[src/rtl/pq_ctrl.sv]
// pq_ctrl: handshake front end for an external priority queue.
// Producers push keys through a valid/ready port and consumers drain the
// queue head through a one-entry output buffer. The queue itself is
// driven by one-hot loadIn / shiftOut / clear commands and reports its
// head on 'top', which is settled the cycle after any command.
module pq_ctrl #(
    parameter int WIDTH = 8,
    parameter int DEPTH = 6
) (
    input  logic             ck,
    input  logic             r,
    input  logic             push_valid,
    output logic             push_ready,
    input  logic [WIDTH-1:0] push_data,
    output logic             pop_valid,
    input  logic             pop_ready,
    output logic [WIDTH-1:0] pop_data,
    input  logic             flush,
    output logic             full,
    output logic             empty,
    output logic [WIDTH-1:0] newVal,
    output logic             loadIn,
    output logic             shiftOut,
    output logic             clear,
    input  logic [WIDTH-1:0] top
);

    localparam int CW = $clog2(DEPTH + 1);
    localparam logic [CW-1:0] DEPTH_C = CW'(DEPTH);
    localparam logic [CW-1:0] ONE_C   = CW'(1'b1);
    localparam logic [CW-1:0] ZERO_C  = {CW{1'b0}};

    typedef enum logic [1:0] {
        INIT  = 2'd0,
        RUN   = 2'd1,
        FLUSH = 2'd2
    } state_t;

    state_t           state_r;
    logic [CW-1:0]    count_r;
    logic             pop_valid_r;
    logic [WIDTH-1:0] pop_data_r;

    logic             clear_s;
    logic             pop_issue_s;
    logic             push_ready_s;
    logic             load_s;

    // Command decode: pop wins over push, flush blocks both, clear only while resynchronising the queue.
    always_comb begin
        clear_s      = 1'b0;
        pop_issue_s  = 1'b0;
        push_ready_s = 1'b0;
        case (state_r)
            INIT, FLUSH: begin
                // Gated by r so that no command leaves the block while reset is held.
                clear_s = r;
            end
            RUN: begin
                pop_issue_s  = r & ~flush & (count_r != ZERO_C) & (~pop_valid_r | pop_ready);
                push_ready_s = r & ~flush & (count_r < DEPTH_C) & ~pop_issue_s;
            end
            default: begin
                clear_s      = 1'b0;
                pop_issue_s  = 1'b0;
                push_ready_s = 1'b0;
            end
        endcase
        load_s = push_valid & push_ready_s;
    end

    // Controller state: FSM, occupancy counter and the registered pop buffer.
    always_ff @(posedge ck or negedge r) begin
        if (!r) begin
            state_r     <= INIT;
            count_r     <= ZERO_C;
            pop_valid_r <= 1'b0;
            pop_data_r  <= {WIDTH{1'b0}};
        end else begin
            case (state_r)
                INIT: begin
                    state_r <= RUN;
                    count_r <= ZERO_C;
                end
                FLUSH: begin
                    // A flush arriving here is absorbed: the queue is being cleared already.
                    state_r <= RUN;
                    count_r <= ZERO_C;
                end
                RUN: begin
                    if (flush) begin
                        state_r     <= FLUSH;
                        pop_valid_r <= 1'b0;
                    end else if (pop_issue_s) begin
                        count_r     <= count_r - ONE_C;
                        pop_valid_r <= 1'b1;
                        pop_data_r  <= top;
                    end else begin
                        if (load_s) begin
                            count_r <= count_r + ONE_C;
                        end
                        if (pop_ready) begin
                            pop_valid_r <= 1'b0;
                        end
                    end
                end
                default: begin
                    // Unreachable encoding: recover through a clear cycle.
                    state_r     <= INIT;
                    count_r     <= ZERO_C;
                    pop_valid_r <= 1'b0;
                end
            endcase
        end
    end

    assign push_ready = push_ready_s;
    assign loadIn     = load_s;
    assign shiftOut   = pop_issue_s;
    assign clear      = clear_s;
    assign newVal     = push_data;
    assign pop_valid  = pop_valid_r;
    assign pop_data   = pop_data_r;
    assign full       = (count_r == DEPTH_C);
    assign empty      = (count_r == ZERO_C);

endmodule

[config.mk]
export PLATFORM = sky130hd
export DESIGN_NAME = pq_ctrl
export DESIGN_NICKNAME = d
export VERILOG_FILES = /design/src/rtl/pq_ctrl.sv
export SDC_FILE = /design/constraint.sdc
export NUM_CORES = 1
export LEC_CHECK = 0
export CORE_AREA = 8 8 60 62
export DETAILED_ROUTE_END_ITERATION = 8
export DIE_AREA = 0 0 68 70
export SLEW_MARGIN = 20
export SYNTH_ARGS = -nofsm -noshare
export SYNTH_HDL_FRONTEND = slang
export SYNTH_SLANG_ARGS = --single-unit
[constraint.sdc]
create_clock -name ck -period 7.35 [get_ports ck]
set_clock_uncertainty 0.15 [all_clocks]
set_input_delay 1.8375 -clock ck [delete_from_list [all_inputs] [get_ports ck]]
set_output_delay 1.8375 -clock ck [all_outputs]
set_load 0.02 [all_outputs]
==> results.sh <==
export IMPL_vias_per_cell=4.73
export IMPL_routed_wl_um=1630
export IMPL_initial_utilization_pct=28.8
export IMPL_cpPeakStageDelay_ns=0.67
export IMPL_yosysTopAreaCell="dfrtp_1"
export IMPL_pin_count=44
export IMPL_preCtsSetupSlack_ns=1.21
export IMPL_p_leak_nw=0.424
export IMPL_synth_fp_nets=87
export IMPL_post_cts_resized=0
export IMPL_synthCells=65
export IMPL_drv_cap=0
export IMPL_power_internal_mw=0.197
export IMPL_p_comb_share_pct=47.4
export IMPL_power_share_sequential_pct=39.4
export IMPL_synth_ff_type="dfrtp_1"
export IMPL_crit_required_ns=5.36
export IMPL_relSlewSlack_pct=67.3
export IMPL_setup_viol=0
export IMPL_vdd_drop_max_mv=0.205
export IMPL_post_cts_buffers=0
export IMPL_hold_violations=0
export IMPL_period_needed_ns=6.11
export IMPL_rows=19
export IMPL_finalWeightedCongestion=0.904
export IMPL_synth_distinct_cells=29
export IMPL_ys_ff_latch=14
export IMPL_drt_iter0_drc=9
export IMPL_finish_utilization_pct=38.4
export IMPL_cts_htree_levels=1
export IMPL_finalPower_mw=0.305
export IMPL_path_delay_family="buffers and inverters"
export IMPL_setup_slack_ns=1.24
export IMPL_cts_buffers=3
export IMPL_antenna_found_initial=0
export IMPL_drv_slew=0
export IMPL_die_w_um=68
export IMPL_grt_pass1_vias=608
export IMPL_clkTransAtPathRegs_ns=0.07
export IMPL_dieArea_um2=4760
export IMPL_critical_path_buf_inv_count=3
export IMPL_path_max_fanout=18
export IMPL_grt_ovfl_total=0
export IMPL_ant_nets=0
export IMPL_tightest_slew_ns=0.490
export IMPL_final_area_um2=1020
export IMPL_core_area_um2=2660
export IMPL_grt_pass1_wl_um=2680
export IMPL_status="completed"
export IMPL_holdBufCountCts=0
export IMPL_syn_cell_area_um2=766
export IMPL_drive_gt1_share_pct=8.14
export IMPL_synth_edf_count=0
export IMPL_power_net_switching_mw=0.108
export IMPL_synth_area_leaders="dfrtp_1 (46%), mux2_1 (13%), buf_4 (7.8%)"
export IMPL_clk_path_buf_depth=2
export IMPL_cts_root_buf="clkbuf_4"
export IMPL_period_share_pct=83.1
export IMPL_insertion_delay_ns=0.26
export IMPL_dr_pass1_iters=4
export IMPL_clock_fmax_ghz=0.164
export IMPL_rsz0062_at_grt="false"
export IMPL_fp_dieH_um=70
export IMPL_path_cells="clkdlybuf4s50_1 -> buf_4 -> nand2b_1 -> or3_1 -> nor2_4 -> clkdlybuf4s50_1"
export IMPL_yosys_cell_count_top_type="dfrtp_1"
export IMPL_synth_seq_area_share_pct=45.8
export IMPL_drc=0
export IMPL_final_nets=110
export IMPL_yosys_top_cells_count="dfrtp_1 (14), mux2_1 (9), buf_4 (8)"
export IMPL_tritoncts="yes"
export IMPL_switching_share_pct=35.4
export IMPL_grt_use_total_pct=6.93
export IMPL_avgSynthCellArea_um2=11.8
export IMPL_antenna_diode_count=0
export IMPL_powerDensity_nw_per_um2=298
export IMPL_area_growth_synth_to_final_pct=33.5
export IMPL_cp_start_kind="input port"
export IMPL_hold_path_class="flip-flop to flip-flop"
export IMPL_placed_area_um2=1000
export IMPL_dp_hpwl_um=1290
export IMPL_cp_end_kind="output port"
export IMPL_crit_arrival_ns=4.12
export IMPL_synth_top_area_share_pct=45.8
export IMPL_finalSetupTns_ns=0
export IMPL_path_common_cell="clkdlybuf4s50_1"
export IMPL_yosys_warnings=0
export IMPL_critical_path_class="input port to output port"
export IMPL_synth_async_sr_flop_share_pct=100
export IMPL_pwr_share_clk_pct=13.1
export IMPL_cpMaxStageDelayCell="clkdlybuf4s50_1"
export IMPL_cts_num_sinks=14
export IMPL_portBuffers=27
export IMPL_routed_via_count=553
export IMPL_grt_max_degree=19
export IMPL_wl_per_cell_um=13.9
metal layers:
metal | GRT usage, % | part of all wire [%] | vias up
met2 | 10.4 | 44 | 25
li1 | - | - | 268
met3 | 4.31 | 15 | 0
met4 | 2.28 | 0 | 0
met1 | 7.74 | 42 | 260
met5 | 0 | 0 | -
area by class of cell:
type,instances,area (um^2)
inverters,1,3.75
repair buffers,28,278
clock buffers,3,22.5
fillers,272,1640
multi-input cells,40,329
well taps,31,38.8
flip-flops and latches,14,350
stage by stage:
stage	hold WS, ns	std cells
after floorplan	0.335	65
after CTS	0.342	117
after detailed placement	0.326	114
after global routing	0.373	117
after global placement	0.330	114
final	0.337	117
worst paths after layout:
kind,startpoint,slack (ns),cells past startpoint,endpoint
setup / recovery,r,1.24,6,shiftOut
hold / removal,pop_data[7]$_DFFE_PN0P_,0.34,1,pop_data[7]$_DFFE_PN0P_
setup reg to reg,count_r[2]$_DFFE_PN0P_,4.72,8,count_r[2]$_DFFE_PN0P_
hold reg to reg,pop_data[7]$_DFFE_PN0P_,0.34,1,pop_data[7]$_DFFE_PN0P_
max in group asynchronous,r,5.12,2,count_r[0]$_DFFE_PN0P_
min in group asynchronous,r,1.75,2,pop_data[6]$_DFFE_PN0P_
flip-flops by register name (all words and copies together) (netlist names):
signal / cells
pop_data: 8
count_r: 3
state_r: 2
pop_valid: 1
logic make-up after synthesis:
group | after synthesis | synth area share (%)
DFF | 14 | 45.8
xor gates and xnor gates | 1 | 1.14
AOI/OAI and AO/OA | 8 | 8.99
adders and majority gates | 1 | 1.63
and+or+nand+nor | 20 | 16.7
muxes | 10 | 14.5
buffers and inverters | 11 | 11.3
placed cells by master (no fill, tap or decap), types with 2 or more instances in the layout:
| master | netlist | final |
|---|---|---|
| clkdlybuf4s50_1 | 0 | 27 |
| dfrtp_1 | 14 | 14 |
| mux2_1 | 9 | 9 |
| nor2b_1 | 3 | 3 |
| clkbuf_4 | 0 | 3 |
| nand2b_1 | 2 | 2 |
| or3_1 | 2 | 2 |
| nand2_1 | 2 | 2 |
| and2_1 | 2 | 2 |
| nand4_1 | 2 | 2 |
power groups by stage:
stage	sequential (mW)	clock [mW]	combinational, mW
2_1_floorplan	0.148	0	0.0541
3_3_place_gp	0.123	0	0.144
3_5_place_dp	0.122	0	0.146
4_1_cts	0.121	0.0429	0.147
5_1_grt	0.124	0.0454	0.156
6_report	0.120	0.0399	0.145
Power figures use the tool's default switching activity.
